===== src/rtl/vec_mem_sequencer.sv =====
// Strided vector load/store sequencer feeding a single-port scratch RAM.
// Define VEC_MEM_STRIDE_EN to honour cmd_stride; otherwise the stride is fixed at 1.
module vec_mem_sequencer #(
    parameter int ADDR_WIDTH = 8,
    parameter int DATA_WIDTH = 8,
    parameter int LEN_WIDTH  = 8
) (
    input  logic                  clk,
    input  logic                  rst_n,
    input  logic                  cmd_valid,
    output logic                  cmd_ready,
    input  logic                  cmd_store,
    input  logic [ADDR_WIDTH-1:0] cmd_base,
    input  logic [ADDR_WIDTH-1:0] cmd_stride,
    input  logic [LEN_WIDTH-1:0]  cmd_len,
    output logic                  ld_valid,
    input  logic                  ld_ready,
    output logic [DATA_WIDTH-1:0] ld_data,
    output logic                  ld_last,
    input  logic                  st_valid,
    output logic                  st_ready,
    input  logic [DATA_WIDTH-1:0] st_data,
    output logic                  mem_wr_en,
    output logic [ADDR_WIDTH-1:0] mem_wr_addr,
    output logic [ADDR_WIDTH-1:0] mem_rd_addr,
    output logic [DATA_WIDTH-1:0] mem_wr_data,
    input  logic [DATA_WIDTH-1:0] mem_rd_data,
    output logic                  busy,
    output logic                  done
);

    // state   | meaning
    // IDLE    | waiting for a command
    // LOAD    | reading RAM into the load output register
    // STORE   | writing accepted store elements into RAM
    // FINISH  | one-cycle done pulse
    typedef enum logic [1:0] {S_IDLE, S_LOAD, S_STORE, S_FINISH} state_t;

    state_t                state_q, state_d;
    logic [ADDR_WIDTH-1:0] addr_q, addr_d;
    logic [LEN_WIDTH-1:0]  cnt_q, cnt_d;
    logic [DATA_WIDTH-1:0] ld_data_q, ld_data_d;
    logic                  ld_valid_q, ld_valid_d;
    logic                  ld_last_q, ld_last_d;
    logic [ADDR_WIDTH-1:0] stride_eff;
    logic                  capture;

`ifdef VEC_MEM_STRIDE_EN
    logic [ADDR_WIDTH-1:0] stride_q, stride_d;

    assign stride_d   = (state_q == S_IDLE && cmd_valid) ? cmd_stride : stride_q;
    assign stride_eff = stride_q;

    always_ff @(posedge clk) begin
        if (!rst_n) stride_q <= '0;
        else        stride_q <= stride_d;
    end
`else
    logic unused_stride;

    assign unused_stride = ^cmd_stride;
    assign stride_eff    = ADDR_WIDTH'(1);
`endif

    // Once the count reaches zero the register holds the last element and no further reads are made.
    assign capture = (state_q == S_LOAD) && (cnt_q != '0) && (!ld_valid_q || ld_ready);

    always_comb begin
        state_d    = state_q;
        addr_d     = addr_q;
        cnt_d      = cnt_q;
        ld_data_d  = ld_data_q;
        ld_valid_d = ld_valid_q;
        ld_last_d  = ld_last_q;
        case (state_q)
            S_IDLE: begin
                if (cmd_valid) begin
                    addr_d = cmd_base;
                    cnt_d  = cmd_len;
                    if (cmd_len == '0)  state_d = S_FINISH;
                    else if (cmd_store) state_d = S_STORE;
                    else                state_d = S_LOAD;
                end
            end
            S_LOAD: begin
                if (ld_valid_q && ld_ready) begin
                    ld_valid_d = 1'b0;
                    ld_last_d  = 1'b0;
                    if (ld_last_q) state_d = S_FINISH;
                end
                if (capture) begin
                    ld_data_d  = mem_rd_data;
                    ld_valid_d = 1'b1;
                    ld_last_d  = (cnt_q == LEN_WIDTH'(1));
                    addr_d     = addr_q + stride_eff;
                    cnt_d      = cnt_q - LEN_WIDTH'(1);
                end
            end
            S_STORE: begin
                if (st_valid) begin
                    addr_d = addr_q + stride_eff;
                    cnt_d  = cnt_q - LEN_WIDTH'(1);
                    if (cnt_q == LEN_WIDTH'(1)) state_d = S_FINISH;
                end
            end
            S_FINISH: state_d = S_IDLE;
            default:  state_d = S_IDLE;
        endcase
    end

    always_ff @(posedge clk) begin
        if (!rst_n) begin
            state_q    <= S_IDLE;
            addr_q     <= '0;
            cnt_q      <= '0;
            ld_data_q  <= '0;
            ld_valid_q <= 1'b0;
            ld_last_q  <= 1'b0;
        end else begin
            state_q    <= state_d;
            addr_q     <= addr_d;
            cnt_q      <= cnt_d;
            ld_data_q  <= ld_data_d;
            ld_valid_q <= ld_valid_d;
            ld_last_q  <= ld_last_d;
        end
    end

    // Handshake outputs are masked by rst_n so nothing is accepted or written in the reset cycle.
    assign cmd_ready   = rst_n && (state_q == S_IDLE);
    assign st_ready    = rst_n && (state_q == S_STORE);
    assign mem_wr_en   = st_ready && st_valid;
    assign mem_wr_addr = addr_q;
    assign mem_wr_data = (state_q == S_STORE) ? st_data : '0;
    assign mem_rd_addr = addr_q;
    assign ld_valid    = ld_valid_q;
    assign ld_data     = ld_data_q;
    assign ld_last     = ld_last_q;
    assign busy        = (state_q != S_IDLE);
    assign done        = (state_q == S_FINISH);

endmodule


===== config.mk =====
export PLATFORM = sky130hd
export DESIGN_NAME = vec_mem_sequencer
export DESIGN_NICKNAME = d
export VERILOG_FILES = /design/src/rtl/vec_mem_sequencer.sv
export SDC_FILE = /design/constraint.sdc
export NUM_CORES = 1
export LEC_CHECK = 0
export ABC_AREA = 1
export CAP_MARGIN = 20
export CELL_PAD_IN_SITES_DETAIL_PLACEMENT = 0
export CELL_PAD_IN_SITES_GLOBAL_PLACEMENT = 1
export CORE_ASPECT_RATIO = 1.2
export CORE_UTILIZATION = 28
export CTS_CLUSTER_SIZE = 16
export DETAILED_ROUTE_END_ITERATION = 10
export HOLD_SLACK_MARGIN = 0.03
export PLACE_DENSITY = 0.84
export SKIP_CTS_REPAIR_TIMING = 1
export SYNTH_ARGS = -nofsm -noshare
export SYNTH_HDL_FRONTEND = slang
export SYNTH_SLANG_ARGS = --single-unit
export TNS_END_PERCENT = 20

===== constraint.sdc =====
create_clock -name clk -period 2.25 [get_ports clk]
set_clock_uncertainty 0.05 [all_clocks]
set_input_delay 0.45 -clock clk [delete_from_list [all_inputs] [get_ports clk]]
set_output_delay 0.45 -clock clk [all_outputs]
set_load 0.01 [all_outputs]

[After elaboration in Yosys (flattened, before gate mapping)]
Index checks and enable logic that the tools add are counted.
Cells by class
  add/sub/neg operators: 2
  eq/ne operators: 10
  mux-type cells: 20
  reduce and logical (&&, ||, !) cells: 18
Operators with widths (count)
  $mux 8: 7
  $pmux 8 s3: 2
  $mux 2: 7
  $ne 2x2->1 const B: 5
  $add 8x1->8 const B: 1
  $eq 8x1->1 const B: 1
  $logic_not 8->1: 1
  $pmux 2 s4: 1
  $reduce_bool 8->1: 1
  $sub 8x1->8 const B: 1
  $logic_and 1x1->1: 6
  $reduce_and 5->1: 1
  $eq 2x2->1 const B: 2
  $reduce_and 2->1: 2
  $reduce_and 4->1: 1
  $reduce_bool 2->1: 2
  $mux 1: 3
  $reduce_bool 3->1: 1
  $eq 2x1->1 const B: 1
  $logic_not 2->1: 1
  $ne 2x1->1 const B: 1
  $logic_not 1->1: 1
  $logic_or 1x1->1: 1
Storage, ports and cells
  flip-flop bits (word level): 28
  input port bits: 46
  output and inout port bits: 39
  word-level logic and storage cells: 56

[Depth between registers and ports, before layout]
  depth after elaboration: 5
  mapped depth: 10
  gate-level depth less buffers: 10

[Worst setup path after synthesis]
No wires, ideal clock.
  path kind: register -> register
  from: register state_q[0]
  to: register cnt_q[3]
  setup time: 0.069 ns
  arrival time: 1.517 ns
  required time: 2.131 ns
  setup slack: 0.614 ns
  stages on the path, launching flop included: 10
  buffers on the path: 1
  period minus slack after synthesis: 1.636 ns
  cells stage by stage: dfxtp_1 inv_1 ha_1 inv_1 or2_1 nand3b_1 a21oi_2 buf_4 nand2_1 a21oi_2
Between the ends
  cells in the longest elaborated chain, start to end: 5
  elaborated cells between the ends (all ways): 11
  those cells by class: eq/ne (5); mux (1); reduce/logical (5)
Ends and longest elaborated chain
  start, declared: RTL line 39  | state_t state_q, state_d;
  start signal, assigned: RTL line 120  | state_q <= state_d;
  $eq 2x1->1: RTL line 66, 75
  $logic_and 1x1->1 (2 in a row): RTL line 66  | assign capture = (state_q == S_LOAD) && (cnt_q != '0) && (!ld_valid_q || ld_ready);
  $ne 2x2->1 (no source line)
  $reduce_and 4->1 (no source line)
  end signal, assigned: RTL line 122  | cnt_q <= cnt_d;
  end, declared: RTL line 41  | logic [LEN_WIDTH-1:0] cnt_q, cnt_d;
Several ways; a longest one is shown, not always the timed one.
A chain may end at the register's enable or synchronous reset.

[Worst setup path after layout]
  from: register state_q[0]
  to: output port mem_wr_data[6]
Between the ends
  cells in the longest elaborated chain, start to end: 2
Ends and longest elaborated chain
  $eq 2x2->1: RTL line 134  | assign mem_wr_data = (state_q == S_STORE) ? st_data : '0;
  $mux 8: RTL line 134
  end, declared: RTL line 26  | output logic [DATA_WIDTH-1:0] mem_wr_data,
Every way passes these cells.

==> run summary <==
Clock Latency Late Sink: 0.27 ns
CP Class: reg -> out
r2r setup slk: 0.41 ns
GRT overflow: 0
setup violators final: 0
Synth Area per Inst: 6.24 um2
Critical Path Source Type: flip-flop
GPL Wtd Cong: 0.840
Rows: 32
total negative slack: 0 ns
Cell Pwr Density: 1380 nW/um2
status: finished, final reports clean
Worst Max-Slew Pin Slew: 0.514 ns
H-Tree Depth: 1
CP delay by family, top: buffers and inverters
Synth top area share: 29.8%
Hold Path End: ld_data[2]$_SDFFE_PN0P_
CTS tree: done
die area: 7060 um2
Final period util: 95.1%
RSZ-0062 raised after global routing: no
area of the multi-input gates: 1090 um2
FF/Latch Area: 563 um2
crit-path cells: inv_2 > ha_4 > buf_4 > nand2_1 > inv_1 > clkdlybuf4s50_1
fin. max-slew vios: 0
Leak: 0.00131 uW
remaining antenna violation count after routing: 0
worst path bufs/invs: 4
vias in the first global route: 1,852
Root Driver: clkbuf_8
NumNets Final: 429
IO Pins: 85
placed cell count: 452
total CTS buffers: 3
required time of the worst setup path: 1.75 ns
layout cells sized above 1: 8.85%
number of max-cap violations: 0
Initial Util: 29.2%
die height: 91.8 um
initial antenna violation count: 0
total chip power: 3830 uW
Hold Crit Class: reg -> reg
largest net degree at the start of global routing: 19
Critical Path Sink Type: output port
maximum vdd drop: 0.000482 V
fillers: 676
DR WL/cell: 10.8 um
drt first pass iters: 4
post-layout minimum cycle time: 2.14 ns
maximum clock rate: 467 MHz
synthesized area: 1880 um2
Rel. slew slack: 65.7%
Syn Inst Count: 302
Clock Tree Buf Depth: 2
via count: 2,026
drt drc: 0
DRT iter0 DRCs: 52
GRT Total Usage: 14.4%
hold depth: 2
core area: 6450 um2
crit path DAT: 1.64 ns
chip width: 76.9 um
number of clock sinks: 28
reg2reg path depth: 8
final hold slack: 0.440 ns
Layout Utilization: 43.2%
fin cells: 458
Port Buffers: 76
Final Hold Viols: 0
Synth Register Bits: 28
post-detail-place hpwl: 3720 um
first-pass GRT wire length: 8390 um
Seq/Total Area, Yosys: 29.8%
Area contributors post-synth: dfxtp_1 (30%), nand2_1 (17%), nor2_1 (11%), inv_1 (6.6%), ha_1 (6.0%)
HP Start: ld_data[2]$_SDFFE_PN0P_
Detailed Route WL: 4970 um
Vias/cell: 4.42
Synthesized Nets: 357
Synth-to-Final Area Change: 47.8%
max incr delay on CP: 0.52 ns
count of cell types in the netlist: 28
Yosys top cell by area: dfxtp_1
worst r2r dst: cnt_q[3]$_SDFFE_PN0P_
worst-path fanout max: 7
CP max-delay cell: clkdlybuf4s50_1
clock slew at reported path FFs: 0.10 ns
n_diodes: 0
start of the worst register-to-register path: cnt_q[0]$_SDFFE_PN0P_
Ys Warns: 0
==> cells by family (layout without fill, tap and decap cells) <==
group	Yosys count	after routing	share of synthesized area, %
AOI/OAI and AO/OA	36	36	10.7
xor gates and xnor gates	2	2	0.930
adders and majority gates	9	9	5.98
buffers and inverters	52	123	13.2
DFF	28	28	29.8
muxes	1	1	0.532
and+or+nand+nor	174	174	38.9
==> power breakdown <==
group	internal (uW)	total [uW]	switching, uW	leakage, uW
combinational	1180	2550	1370	0.00105
sequential	716	966	250	0.000231
clock	157	316	160	0.0000288
==> flip-flops by register name, summed over array words and instances (netlist names) <==
signal and flops:
ld_last 1, mem_rd_addr 8, cnt_q 8, ld_valid 1, state_q 2, ld_data 8
==> synth_stat cells, drive strengths merged <==
cell    number
clkbuf       4
mux2i        1
or2          2
o21ai       19
nand2       95
nand4        2
nor2        54
a31oi        1
inv         34
dfxtp       28
ha           9
nand3       19
a21oi       14
o211ai       1
clkinv       1
a21boi       1
xor2         2
buf         13
nand3b       2
==> routing by layer <==
layer	up-vias	share of wire, %	global-route usage [%]	wire length (um)
li1	1068	-	-	-
met5	-	0	0	0
met3	2	6.7	2.19	335
met4	0	0.50	4.01	25
met2	77	44	23.8	2200
met1	879	48	19.2	2400
==> how the worst max path moves through the flow <==
stage	from	end	slack [ns]	depth (start not counted)
after floorplan	state_q[0]$_SDFFE_PN0P_	cnt_q[3]$_SDFFE_PN0P_	0.61	9
after global placement	rst_n	mem_wr_en	0.02	4
after detailed placement	rst_n	mem_wr_en	0.02	4
after CTS	state_q[0]$_SDFFE_PN0P_	mem_wr_en	-0.13	5
after global routing	state_q[0]$_SDFFE_PN0P_	mem_wr_data[6]	0.003	6
final	state_q[0]$_SDFFE_PN0P_	mem_wr_data[6]	0.11	6
==> cells in the final DEF (no fill, tap or decap), types with 2 or more instances in the layout <==
cell type	instances
clkdlybuf4s50_1	73
a21oi_2	2
xor2_1	2
dlymetal6s2s_1	3
nor2_1	53
nand2_1	85
nand3b_1	2
nand3_1	19
inv_2	2
inv_1	32
buf_4	7
nand2_2	9
dfxtp_2	2
ha_1	8
nand4_1	2
dfxtp_1	26
o21ai_0	18
a21oi_1	12
clkbuf_8	4
==> metrics by stage <==
| step | setup WS, ns | cell area (um2) |
|---|---|---|
| CTS | -0.134 | 2750 |
| global route | 0.00280 | 2780 |
| global placement | 0.0200 | 2690 |
| detailed placement | 0.0229 | 2690 |
| floorplan | 0.614 | 1880 |
| finish | 0.111 | 2780 |
==> tightest hold or removal path, stage by stage, from the launching register on <==
cell	delay, ns
dfxtp_1	0.34
nor2_1	0.04
nor2_1	0.08
==> cell type report <==
type,count,share of cell area (%)
multi-input combinational,222,39.0
tap,85,3.82
clock buffer,4,1.98
sequential,28,20.2
inverter,35,4.72
timing repair buffer,84,30.2
No activity file was read; power rests on OpenSTA's default activity.
